==> src/rtl/sync_fifo_pkg.sv <==
// -----------------------------------------------------------------------------
// sync_fifo_pkg
// Shared constants and helpers for the parametrised single-clock FIFO.
//   FIFO_STD / FIFO_FWFT : values for the FWFT read-mode parameter
//   cnt_width()          : bits needed to hold an occupancy of 0..depth
// -----------------------------------------------------------------------------
package sync_fifo_pkg;

    localparam int FIFO_STD  = 0;
    localparam int FIFO_FWFT = 1;

    // Occupancy spans 0..depth inclusive, so one bit more than the address.
    function automatic int cnt_width(input int depth);
        return $clog2(depth) + 1;
    endfunction

endpackage

==> src/rtl/sync_fifo_mem.sv <==
// -----------------------------------------------------------------------------
// sync_fifo_mem
// Simple dual-port storage array, WIDTH x DEPTH. Contents are not reset.
// Ports:
//   clk_i    : clock, rising edge
//   we_i     : write enable (synchronous write)
//   waddr_i  : write address
//   wdata_i  : write data
//   raddr_i  : read address (asynchronous read)
//   rdata_o  : read data
// -----------------------------------------------------------------------------
module sync_fifo_mem #(
    parameter int WIDTH = 8,
    parameter int DEPTH = 8,
    parameter int ADDR  = $clog2(DEPTH)
) (
    input  logic             clk_i,
    input  logic             we_i,
    input  logic [ADDR-1:0]  waddr_i,
    input  logic [WIDTH-1:0] wdata_i,
    input  logic [ADDR-1:0]  raddr_i,
    output logic [WIDTH-1:0] rdata_o
);

    logic [WIDTH-1:0] mem_q [DEPTH];

    always_ff @(posedge clk_i) begin
        if (we_i) begin
            mem_q[waddr_i] <= wdata_i;
        end
    end

    assign rdata_o = mem_q[raddr_i];

endmodule

==> src/rtl/sync_fifo_param.sv <==
// -----------------------------------------------------------------------------
// sync_fifo_param
// Single-clock parametrised FIFO with fill level, almost-full/almost-empty
// thresholds, selectable standard or first-word-fall-through read mode and a
// synchronous flush.
// Ports:
//   clk, rst_n       : clock (rising edge), asynchronous active-low reset
//   flush            : synchronous clear of pointers, count and valid
//   wen, wdata       : write request and data
//   ren              : read request (pop in FWFT mode)
//   rdata, valid     : read data and its qualifier
//   full, empty      : count == DEPTH / count == 0
//   almost_full      : count >= AF_LEVEL
//   almost_empty     : count <= AE_LEVEL
//   count            : occupancy 0..DEPTH
//   overflow         : one-cycle pulse after a write attempted while full
//   underflow        : one-cycle pulse after a read attempted while empty
// -----------------------------------------------------------------------------
module sync_fifo_param
    import sync_fifo_pkg::*;
#(
    parameter int WIDTH    = 8,
    parameter int DEPTH    = 8,
    parameter int ADDR     = $clog2(DEPTH),
    parameter int AF_LEVEL = DEPTH - 2,
    parameter int AE_LEVEL = 2,
    parameter int FWFT     = FIFO_STD
) (
    input  logic             clk,
    input  logic             rst_n,
    input  logic             flush,
    input  logic             wen,
    input  logic [WIDTH-1:0] wdata,
    input  logic             ren,
    output logic [WIDTH-1:0] rdata,
    output logic             valid,
    output logic             full,
    output logic             empty,
    output logic             almost_full,
    output logic             almost_empty,
    output logic [ADDR:0]    count,
    output logic             overflow,
    output logic             underflow
);

    localparam int            CW       = cnt_width(DEPTH);
    localparam logic [CW-1:0] CNT_ONE  = CW'(1);
    localparam logic [CW-1:0] DEPTH_C  = CW'(DEPTH);
    localparam logic [CW-1:0] AF_C     = CW'(AF_LEVEL);
    localparam logic [CW-1:0] AE_C     = CW'(AE_LEVEL);
    localparam logic [ADDR:0] PTR_ONE  = (ADDR+1)'(1);

    // Pointers carry a wrap bit in the MSB; only the low ADDR bits address
    // the array. Occupancy is tracked by its own counter, not pointer math.
    logic [ADDR:0]    wptr_q, wptr_d;
    logic [ADDR:0]    rptr_q, rptr_d;
    logic [CW-1:0]    cnt_q,  cnt_d;
    logic             ovf_q,  ovf_d;
    logic             unf_q,  unf_d;

    logic             wr_acc;
    logic             rd_acc;
    logic [WIDTH-1:0] mem_rdata;

    // Flags decode straight from the registered count.
    assign empty        = (cnt_q == '0);
    assign full         = (cnt_q == DEPTH_C);
    assign almost_full  = (cnt_q >= AF_C);
    assign almost_empty = (cnt_q <= AE_C);
    assign count        = cnt_q;
    assign overflow     = ovf_q;
    assign underflow    = unf_q;

    // Full refuses a write even when a read is accepted in the same cycle,
    // and empty refuses a read even alongside a write (no write-through).
    assign wr_acc = wen & ~full  & ~flush;
    assign rd_acc = ren & ~empty & ~flush;

    always_comb begin
        wptr_d = wptr_q;
        rptr_d = rptr_q;
        cnt_d  = cnt_q;
        ovf_d  = wen & full  & ~flush;
        unf_d  = ren & empty & ~flush;
        if (flush) begin
            wptr_d = '0;
            rptr_d = '0;
            cnt_d  = '0;
        end else begin
            if (wr_acc) begin
                wptr_d = wptr_q + PTR_ONE;
            end
            if (rd_acc) begin
                rptr_d = rptr_q + PTR_ONE;
            end
            case ({wr_acc, rd_acc})
                2'b10:   cnt_d = cnt_q + CNT_ONE;
                2'b01:   cnt_d = cnt_q - CNT_ONE;
                default: cnt_d = cnt_q;
            endcase
        end
    end

    always_ff @(posedge clk or negedge rst_n) begin
        if (!rst_n) begin
            wptr_q <= '0;
            rptr_q <= '0;
            cnt_q  <= '0;
            ovf_q  <= 1'b0;
            unf_q  <= 1'b0;
        end else begin
            wptr_q <= wptr_d;
            rptr_q <= rptr_d;
            cnt_q  <= cnt_d;
            ovf_q  <= ovf_d;
            unf_q  <= unf_d;
        end
    end

    sync_fifo_mem #(
        .WIDTH (WIDTH),
        .DEPTH (DEPTH),
        .ADDR  (ADDR)
    ) u_mem (
        .clk_i   (clk),
        .we_i    (wr_acc),
        .waddr_i (wptr_q[ADDR-1:0]),
        .wdata_i (wdata),
        .raddr_i (rptr_q[ADDR-1:0]),
        .rdata_o (mem_rdata)
    );

    generate
        if (FWFT == FIFO_FWFT) begin : g_fwft
            // Head word is presented directly; ren acts as the pop.
            assign rdata = mem_rdata;
            assign valid = ~empty;
        end else begin : g_std
            logic [WIDTH-1:0] rdata_q;
            logic             valid_q;

            // rd_acc is already low during flush, so valid drops and rdata
            // keeps its last value.
            always_ff @(posedge clk or negedge rst_n) begin
                if (!rst_n) begin
                    rdata_q <= '0;
                    valid_q <= 1'b0;
                end else begin
                    valid_q <= rd_acc;
                    if (rd_acc) begin
                        rdata_q <= mem_rdata;
                    end
                end
            end

            assign rdata = rdata_q;
            assign valid = valid_q;
        end
    endgenerate

endmodule

==> config.mk <==
export PLATFORM = sky130hd
export DESIGN_NAME = sync_fifo_param
export DESIGN_NICKNAME = d
export VERILOG_FILES = /design/src/rtl/sync_fifo_pkg.sv /design/src/rtl/sync_fifo_mem.sv /design/src/rtl/sync_fifo_param.sv
export SDC_FILE = /design/constraint.sdc
export NUM_CORES = 1
export LEC_CHECK = 0
export ABC_AREA = 1
export BUFFER_PORTS_ARGS = -buffer_cell sky130_fd_sc_hd__buf_4
export CAP_MARGIN = 20
export CORE_UTILIZATION = 45
export DETAILED_ROUTE_END_ITERATION = 8
export GPL_TIMING_DRIVEN = 0
export SLEW_MARGIN = 10
export SYNTH_ARGS = -nofsm -noshare
export SYNTH_HDL_FRONTEND = slang
export SYNTH_SLANG_ARGS = --single-unit
==> constraint.sdc <==
create_clock -name clk -period 3.6 [get_ports clk]
set_clock_uncertainty 0.05 [all_clocks]
set_input_delay 0.54 -clock clk [delete_from_list [all_inputs] [get_ports clk]]
set_output_delay 0.54 -clock clk [all_outputs]
set_load 0.02 [all_outputs]
==> results_dict.tcl, run 1 <==
set metrics [dict create \
    status "completed" \
    ff2ff_setup_slack_ps 1480 \
    crit_type "reg2reg" \
    drtAntennaViolNets 0 \
    ys_types 24 \
    fin_tns_setup_ps 0 \
    wl_met1_um 3510 \
    cap_violations 0 \
    yosysWarnings 0 \
    cp_cell_sequence "nor2_4 -> nand2_2 -> nand2_2 -> inv_1 -> nand2_1 -> nor2_1" \
    worstSetupStartpointType "register" \
    r2r-start "count[0]" \
    synth_seq_area_share 0.702 \
    layout.nets 363 \
    maxSlewHeadroom 0.458 \
    leakage_nw 1.58 \
    cts_buffer_depth 2 \
    worstPathRequired_ps 3530 \
    top_layer_used "met4" \
    cts_buffers 9 \
    post_cts_buffers 0 \
    ys.flop_type "edfxtp_1" \
    path_clk_slew_ps 90 \
    area_growth_pct 16.6 \
    cp.arrival_ps 2050 \
    cts_sinks 85 \
    gp_congestion 0.773 \
    drive_gt1_frac 0.182 \
    synthArstFlopShare 0.247 \
    finalNonFillerCells 450 \
    antenna_found_initial 0 \
    diodes 0 \
    drc_errors 0 \
    vias 2297 \
    p_per_area_nw_per_um2 710 \
    route.met3.wl_um 319 \
    syn_nets 321 \
    min_period_ps 2120 \
    die_w_um 90.0 \
    ios 32 \
    drtPass1Iterations 4 \
    max_stage_delay_ps 640 \
    port_buffers 31 \
    dp.cells 434 \
    synth_edf_count 64 \
    setup_viol 0 \
    slew_violations 0 \
    drt_iter0_markers 141 \
    ys_ff_latch 85 \
    reg2regPathDepth 6 \
    path_common_cell "nand2_2" \
    grt_max_degree 22 \
    wl_met2_um 3280 \
    dieArea_um2 8110 \
    postSynthCellCount 304 \
    hpwl_um 4890 \
    cts_max_level 3 \
    clk_latency_ps 350 \
    startpoint "count[0]" \
    design.core.area_um2 7370 \
    num-fill-cells 656 \
    hold_ws_ps 4.78 \
    worst_pin_slew_ps 810 \
    hp-class "in2async" \
    ctsResizeCount 0 \
    grt_pass1_wl_um 11800 \
    cp_slowest_cell "nor2_1" \
    rsz0062_at_grt "false" \
    grt_usage 0.195 \
    syn_area_per_cell_um2 11.5 \
    die_h_um 90.0 \
    start_util 0.473 \
    hold_viol_final 0 \
    rows 31 \
    end_kind "register" \
    cp-endpoint "u_mem.mem_q[2][7]" \
    post_drt_wl_per_cell_um 16.0 \
    path_max_fanout 8 \
    cts_tree "done" \
    r2r_end "u_mem.mem_q[2][7]" \
    fin_crit_sh 0.589 \
    ctsHoldBuffers 0 \
    via_per_inst 5.10 \
    overflow 0 \
    first_global_vias 2244 \
    routed_wl_um 7200 \
    seq_area_um2 2450 \
    utilization 0.552 \
    multiInputGateArea_um2 918 \
    syn_area_um2 3490 \
    vdd.ir_drop.worst_mv 0.244 \
    clockRootBuffer "clkbuf_8" \
    max_freq_mhz 471 \
]
==> sequential cells by signal, summed over array words and instances, names as in the netlist <==
name,flops
valid,1
count,4
rdata,8
wptr_q,3
rptr_q,3
u_mem.mem_q,64
underflow,1
overflow,1
==> metrics by stage <==
stage / area [µm²] / power, mW / worst slack (ps)
4_1_cts: 4070 / 2.91 / 1440
3_3_place_gp: 3840 / 2.16 / 1400
2_1_floorplan: 3490 / 1.81 / 1740
6_report: 4070 / 2.89 / 1480
5_1_grt: 4070 / 3.07 / 1270
3_5_place_dp: 3840 / 2.16 / 1390
==> Yosys cell counts, types with 2 or more instances <==
library cell	number	share of area
inv_1	17	0.018
buf_2	2	0.0029
nand2_2	5	0.0090
nand3_1	5	0.0072
inv_2	5	0.0054
nor2_2	2	0.0036
a21oi_1	2	0.0029
o21ai_0	47	0.067
nor2_1	52	0.056
ha_1	4	0.014
o22ai_1	17	0.030
dfrtp_1	21	0.15
edfxtp_1	64	0.55
nand2_1	36	0.039
clkbuf_1	7	0.0075
o21ai_1	10	0.014
==> how the worst min path moves through the flow <==
stage                          end  slack (ps)  depth (start not counted)
after floorplan           count[0]         190                          0
after global placement    count[0]         390                          1
after detailed placement  count[1]         390                          1
after CTS                 count[1]           4                          1
after global routing      rdata[4]           6                          1
final                     rdata[3]           5                          1
==> cell type report <==
class / instances / share of cell area
Buffer: 9 / 0.00892
Clock buffer: 10 / 0.0314
Clock inverter: 6 / 0.0234
Inverter: 23 / 0.0212
Multi-Input combinational cell: 187 / 0.226
Sequential cell: 85 / 0.602
Tap cell: 99 / 0.0305
Timing Repair Buffer: 31 / 0.0572
==> where the power goes <==
part / internal, mW / leakage, nW / switching [mW]
Clock: 0.398 / 0.105 / 0.355
Sequential: 1.15 / 0.852 / 0.0827
Combinational: 0.311 / 0.622 / 0.585
Total: 1.86 / 1.58 / 1.02
==> critical path: cells and delay by family (launching register included) <==
kind | cells | cell delay (ps)
flip-flops | 1 | 530
AND/OR/NAND/NOR | 5 | 1060
buffers and inverters | 1 | 110
==> cells by family after synthesis <==
family / Yosys count / share of synthesized area
buf+inv: 32 / 0.0352
simple gates: 104 / 0.124
compound gates: 78 / 0.122
flops: 85 / 0.702
xor+xnor: 1 / 0.00251
fa+ha+maj: 4 / 0.0143
==> cells in the final DEF, fill, tap and decap left out, drive strengths merged <==
| master | n |
|---|---|
| a21oi | 3 |
| buf | 33 |
| bufinv | 2 |
| clkbuf | 17 |
| clkinv | 1 |
| clkinvlp | 2 |
| dfrtp | 21 |
| edfxtp | 64 |
| ha | 4 |
| inv | 24 |
| nand2 | 41 |
| nand3 | 6 |
| nand3b | 1 |
| nor2 | 55 |
| nor3 | 1 |
| o21ai | 58 |
| o22ai | 17 |
| xor2 | 1 |
==> per-layer routing <==
| layer | vias up | track usage |
|---|---|---|
| li1 | 1146 | - |
| met3 | 8 | 0.0381 |
| met5 | - | 0 |
| met2 | 63 | 0.293 |
| met1 | 1080 | 0.278 |
| met4 | 0 | 0.0793 |
(Power assumes the default switching activity.)
==> inputs of run 2 (changes only) <==
- PLACE_DENSITY: not set -> 0.66
- clock period: 3.6 -> 1.9 ns (I/O delays scaled with it)
==> results_dict.tcl, run 2 (synthesis gave the netlist of run 1 again) <==
set metrics [dict create \
    fin_crit_sh 1.00 \
    worst_pin_slew_ps 528 \
    seq_area_um2 2450 \
    hold_ws_ps 50.3 \
    rows 31 \
    drtAntennaViolNets 0 \
    final_common_cell "edfxtp_1" \
    hp-class "in2reg" \
    diodes 0 \
    layout_common_cells "edfxtp_1 (64), o21ai_0 (47), nor2_1 (44)" \
    drc_errors 0 \
    whs_path_depth 2 \
    leakage_nw 1.63 \
    reg2regPathDepth 12 \
    hpwl_um 4760 \
    area_growth_pct 20.4 \
    max_freq_mhz 526 \
    min_period_ps 1900 \
    setup_viol 0 \
    ios 32 \
    clockRootBuffer "clkbuf_8" \
    slew_violations 0 \
    clk_latency_ps 350 \
    cap_violations 0 \
    maxSlewHeadroom 0.648 \
    grt_pass1_wl_um 11400 \
    place_ws_ps -229 \
    layout.nets 376 \
    cts_max_level 3 \
    design.core.area_um2 7370 \
    routed_wl_um 7410 \
    end_kind "register" \
    worstSetupStartpointType "register" \
    drtPass1Iterations 4 \
    cts_tree "done" \
    start_util 0.473 \
    setup_slack_ps 0.406 \
    via_per_inst 5.25 \
    grt_usage 0.188 \
    multiInputGateArea_um2 966 \
    cts_sinks 85 \
    path_clk_slew_ps 90 \
    rsz0062_at_grt "true" \
    path_max_fanout 5 \
    drt_iter0_markers 206 \
    num-fill-cells 631 \
    vias 2433 \
    largest_reg_flops 64 \
    crit_type "reg2reg" \
    vdd.ir_drop.worst_mv 0.475 \
    die_h_um 90.0 \
    antenna_found_initial 0 \
    first_global_vias 2226 \
    grt_max_degree 22 \
    port_buffers 31 \
    hold_viol_final 0 \
    die_w_um 90.0 \
    dieArea_um2 8110 \
    largest_register "u_mem.mem_q" \
    cts_buffers 9 \
    gp_congestion 0.778 \
    p_per_area_nw_per_um2 1320 \
    overflow 0 \
    cts_buffer_depth 2 \
    worstPathRequired_ps 2100 \
    drive_gt1_frac 0.264 \
    post_drt_wl_per_cell_um 16.0 \
    cp.arrival_ps 2100 \
    finalPower_mw 5.53 \
    status "completed" \
]
## run 2: cell type report
cell class                      instances  area share
Tap cell                               99      0.0295
Timing Repair Buffer                   44      0.0792
Clock buffer                           10      0.0304
Clock inverter                          6      0.0170
Inverter                               23      0.0205
Buffer                                  9     0.00983
Sequential cell                        85       0.584
Multi-Input combinational cell        187       0.230
## run 2: critical path, cell delays in order (launching register included)
cell and delay (ps):
dfrtp_2 460, buf_4 160, nor2_4 120, a21oi_4 90, nand2_2 110, inv_2 50, ha_4 260, nand2_1 50
nand3b_1 190, nand2_1 80, nand2_1 60, nand3_1 60, nand2_1 50
## run 2: final timing paths
path	from	end	slack, ps
setup / recovery	count[2]	count[3]	0.4
hold / removal	flush	overflow	50
setup reg to reg	count[2]	count[3]	0.4
hold reg to reg	rdata[0]	rdata[0]	450
max in group asynchronous	rst_n	count[2]	1270
min in group asynchronous	rst_n	count[0]	290
## run 2: what timing repair did
| action | 4_1_cts | 5_1_grt |
|---|---|---|
| buffers inserted | 2 | 10 |
| gates resized for setup | 9 | 18 |
| hold endpoints to repair | 21 | 0 |
| hold buffers | 1 | 0 |
| pin swaps | 1 | 7 |
| setup endpoints to repair | 65 | 66 |
## run 2: stage by stage
step / instance area (µm²) / std cells / util / setup TNS, ps
finish: 4200 / 463 / 0.570 / 0
CTS: 4090 / 453 / 0.555 / -4260
detailed placement: 3840 / 434 / 0.522 / -11030
global placement: 3840 / 434 / 0.522 / -8320
global route: 4200 / 463 / 0.570 / -3940
floorplan: 3490 / 304 / - / 0
## run 2: per-layer routing
| layer | vias up | track usage | wire length [µm] |
|---|---|---|---|
| met5 | - | 0 | 0 |
| met3 | 8 | 0.0364 | 490 |
| met2 | 85 | 0.288 | 3420 |
| met4 | 0 | 0.0874 | 98 |
| li1 | 1177 | - | - |
| met1 | 1163 | 0.260 | 3400 |
## run 2: power breakdown
part           internal, mW  switching, mW  total (mW)
sequential             2.19          0.131        2.32
clock                 0.619          0.665        1.28
combinational         0.719           1.20        1.92
==> inputs of run 3 (changes only) <==
--- a/config.mk
+++ b/config.mk
@@ -7,3 +7,2 @@
 export LEC_CHECK = 0
-export ABC_AREA = 1
 export BUFFER_PORTS_ARGS = -buffer_cell sky130_fd_sc_hd__buf_4
@@ -14,2 +13,3 @@
 export PLACE_DENSITY = 0.66
+export REMOVE_ABC_BUFFERS = 1
 export SLEW_MARGIN = 10
--- a/constraint.sdc
+++ b/constraint.sdc
@@ -4,2 +4,2 @@
 set_output_delay 0.285 -clock clk [all_outputs]
-set_load 0.02 [all_outputs]
+set_load 0.1 [all_outputs]
==> results_dict.tcl, run 3 <==
set metrics [dict create \
    violations "setup timing" \
    cp-endpoint "count[3]" \
    swShare 0.386 \
    switchingPower_mw 2.06 \
    yosysMostFrequentCell "edfxtp_1" \
    end_kind "register" \
    drive_gt1_frac 0.437 \
    path_max_fanout 4 \
    synth_area_leader_cell "edfxtp_1" \
    final_common_cell "edfxtp_1" \
    p_per_area_nw_per_um2 1210 \
    fin_tns_setup_ps -1870 \
    routed_wl_um 6940 \
    postSynthCellCount 211 \
    diodes 0 \
    via_per_inst 5.40 \
    syn_area_um2 3540 \
    port_buffers 31 \
    synth_top_cell_area_share 0.543 \
    synth_edf_count 64 \
    cts_buffers 9 \
    grt_max_degree 22 \
    p_int_mw 3.28 \
    reg2regPathDepth 9 \
    status "finished with violations" \
    synth_common_cells "edfxtp_1 (64), dfrtp_1 (21), nor2_1 (21), mux4_2 (16), a21oi_1 (11)" \
    hpwl_um 3950 \
    vdd.ir_drop.worst_mv 0.986 \
    cap_violations 0 \
    clockRootBuffer "clkbuf_8" \
    slew_violations 0 \
    post_drt_wl_per_cell_um 18.8 \
    ios 32 \
    r2r_end "count[3]" \
    hold_viol_final 0 \
    grt_usage 0.184 \
    max_freq_mhz 423 \
    hp-class "in2reg" \
    r2r-start "count[1]" \
    fin_crit_sh 1.24 \
    rows 31 \
    setup_slack_ps -465 \
    cts_sinks 85 \
    drtPass1Iterations 4 \
    vias 1992 \
    cp.arrival_ps 2550 \
    clk_latency_ps 350 \
    overflow 0 \
    crit_type "reg2reg" \
    finalPower_mw 5.34 \
    area_growth_pct 25.1 \
    syn_area_per_cell_um2 16.8 \
    dieArea_um2 8230 \
    largest_register "u_mem.mem_q" \
    layout.nets 282 \
    drt_iter0_markers 194 \
    ys_ff_latch 85 \
    cts_tree "done" \
    ys_types 44 \
    min_from "wdata[2]" \
    p_seq_frac 0.428 \
    power_frac_clock 0.240 \
    rsz0062_at_grt "true" \
    setup_viol 12 \
    worstSetupStartpointType "register" \
    ys.flop_type "edfxtp_1" \
    design.core.area_um2 7450 \
    antenna_found_initial 0 \
    drc_errors 0 \
    combPwrFrac 0.333 \
    drtAntennaViolNets 0 \
    cts_max_level 3 \
    yosysWarnings 0 \
    die_w_um 90.7 \
    largest_reg_flops 64 \
    yosys-top-cells-area "edfxtp_1 (54%), dfrtp_1 (15%), mux4_2 (10%), mux2i_1 (2.3%), nor2_1 (2.2%)" \
    layout_common_cells "edfxtp_1 (64), buf_4 (42), mux4_2 (16), dfrtp_1 (16), nor2_1 (15)" \
    min_period_ps 2360 \
    gp_congestion 0.750 \
    leakage_nw 1.55 \
    path_clk_slew_ps 90 \
    grt_pass1_wl_um 10900 \
    worst_pin_slew_ps 787 \
    synth_seq_area_share 0.691 \
    whs_path_depth 1 \
    maxSlewHeadroom 0.475 \
    first_global_vias 2032 \
    startpoint "count[1]" \
    start_util 0.476 \
    worstPathRequired_ps 2090 \
    synthArstFlopShare 0.247 \
    die_h_um 90.7 \
    ff2ff_setup_slack_ps -460 \
    cts_buffer_depth 2 \
]
run 3: cell types whose count changed after synthesis, sizes merged, moves of 3 or more:
cell,change
o21ai,-54
nand2,-36
nor2,-33
inv,-18
o22ai,-17
mux4,+16
a21oi,+9
mux2i,+8
buf,+7
clkbuf,-6
nand2b,+4
a211oi,+3
xor2,+3
run 3: worst min-delay path by stage:
stage / endpoint / slack, ps
2_1_floorplan: count[0] / -60
3_3_place_gp: rdata[1] / 150
3_5_place_dp: rdata[1] / 150
4_1_cts: u_mem.mem_q[4][3] / 100
5_1_grt: u_mem.mem_q[7][0] / 100
6_report: u_mem.mem_q[2][2] / 110
run 3: logic make-up after synthesis:
logic type,synth area share
compound gates,0.0586
xor+xnor,0.0124
fa+ha+maj,0.0141
buf+inv,0.0240
flops,0.691
mux,0.124
simple gates,0.0756
run 3: final cells by class:
cell class,count,area [µm²]
tap,99,124
sequential,85,2460
timing repair buffer,53,493
fill,579,3020
clock inverter,7,72.6
clock buffer,9,124
inverter,4,22.5
multi-input combinational,112,1140
run 3: per-stage QoR:
step	std cells	utilization	instance area [µm²]	hold slack, ps	setup WS, ps
floorplan	201	-	3480	-60.6	-1640
global placement	331	0.515	3830	150	-1030
detailed placement	333	0.518	3860	154	-820
CTS	366	0.584	4350	103	-414
global route	369	0.595	4430	102	-536
finish	369	0.595	4430	111	-465
run 3: what timing repair did:
action / in CTS / in global routing
buffers inserted: 16 / 3
pin swaps: 8 / 6
gates resized for setup: 37 / 4
setup endpoints to repair: 77 / 46
hold endpoints to repair: 21 / 0
hold buffers: 1 / 0
run 3: power by group through the flow:
stage                     Clock (mW)  Combinational [mW]  Sequential, mW
after floorplan                    0               0.526            3.04
after global placement             0                1.58            2.33
after detailed placement           0                1.59            2.34
after CTS                       1.30                1.76            2.29
after global routing            1.38                1.86            2.31
final                           1.28                1.78            2.28
run 3: critical path, cell delays in order (launching register included):
cell and delay (ps):
dfrtp_2 420, or4b_4 580, inv_4 90, o211ai_4 100, inv_4 80, ha_4 200
o21a_1 110, a211oi_2 210, nor4b_1 90, a311o_1 330
run 3: layer usage:
layer / track usage / vias up / wire, µm
li1: - / 933 / -
met1: 0.255 / 993 / 3140
met2: 0.280 / 50 / 3380
met3: 0.0370 / 16 / 249
met4: 0.0874 / 0 / 170
met5: 0 / - / 0
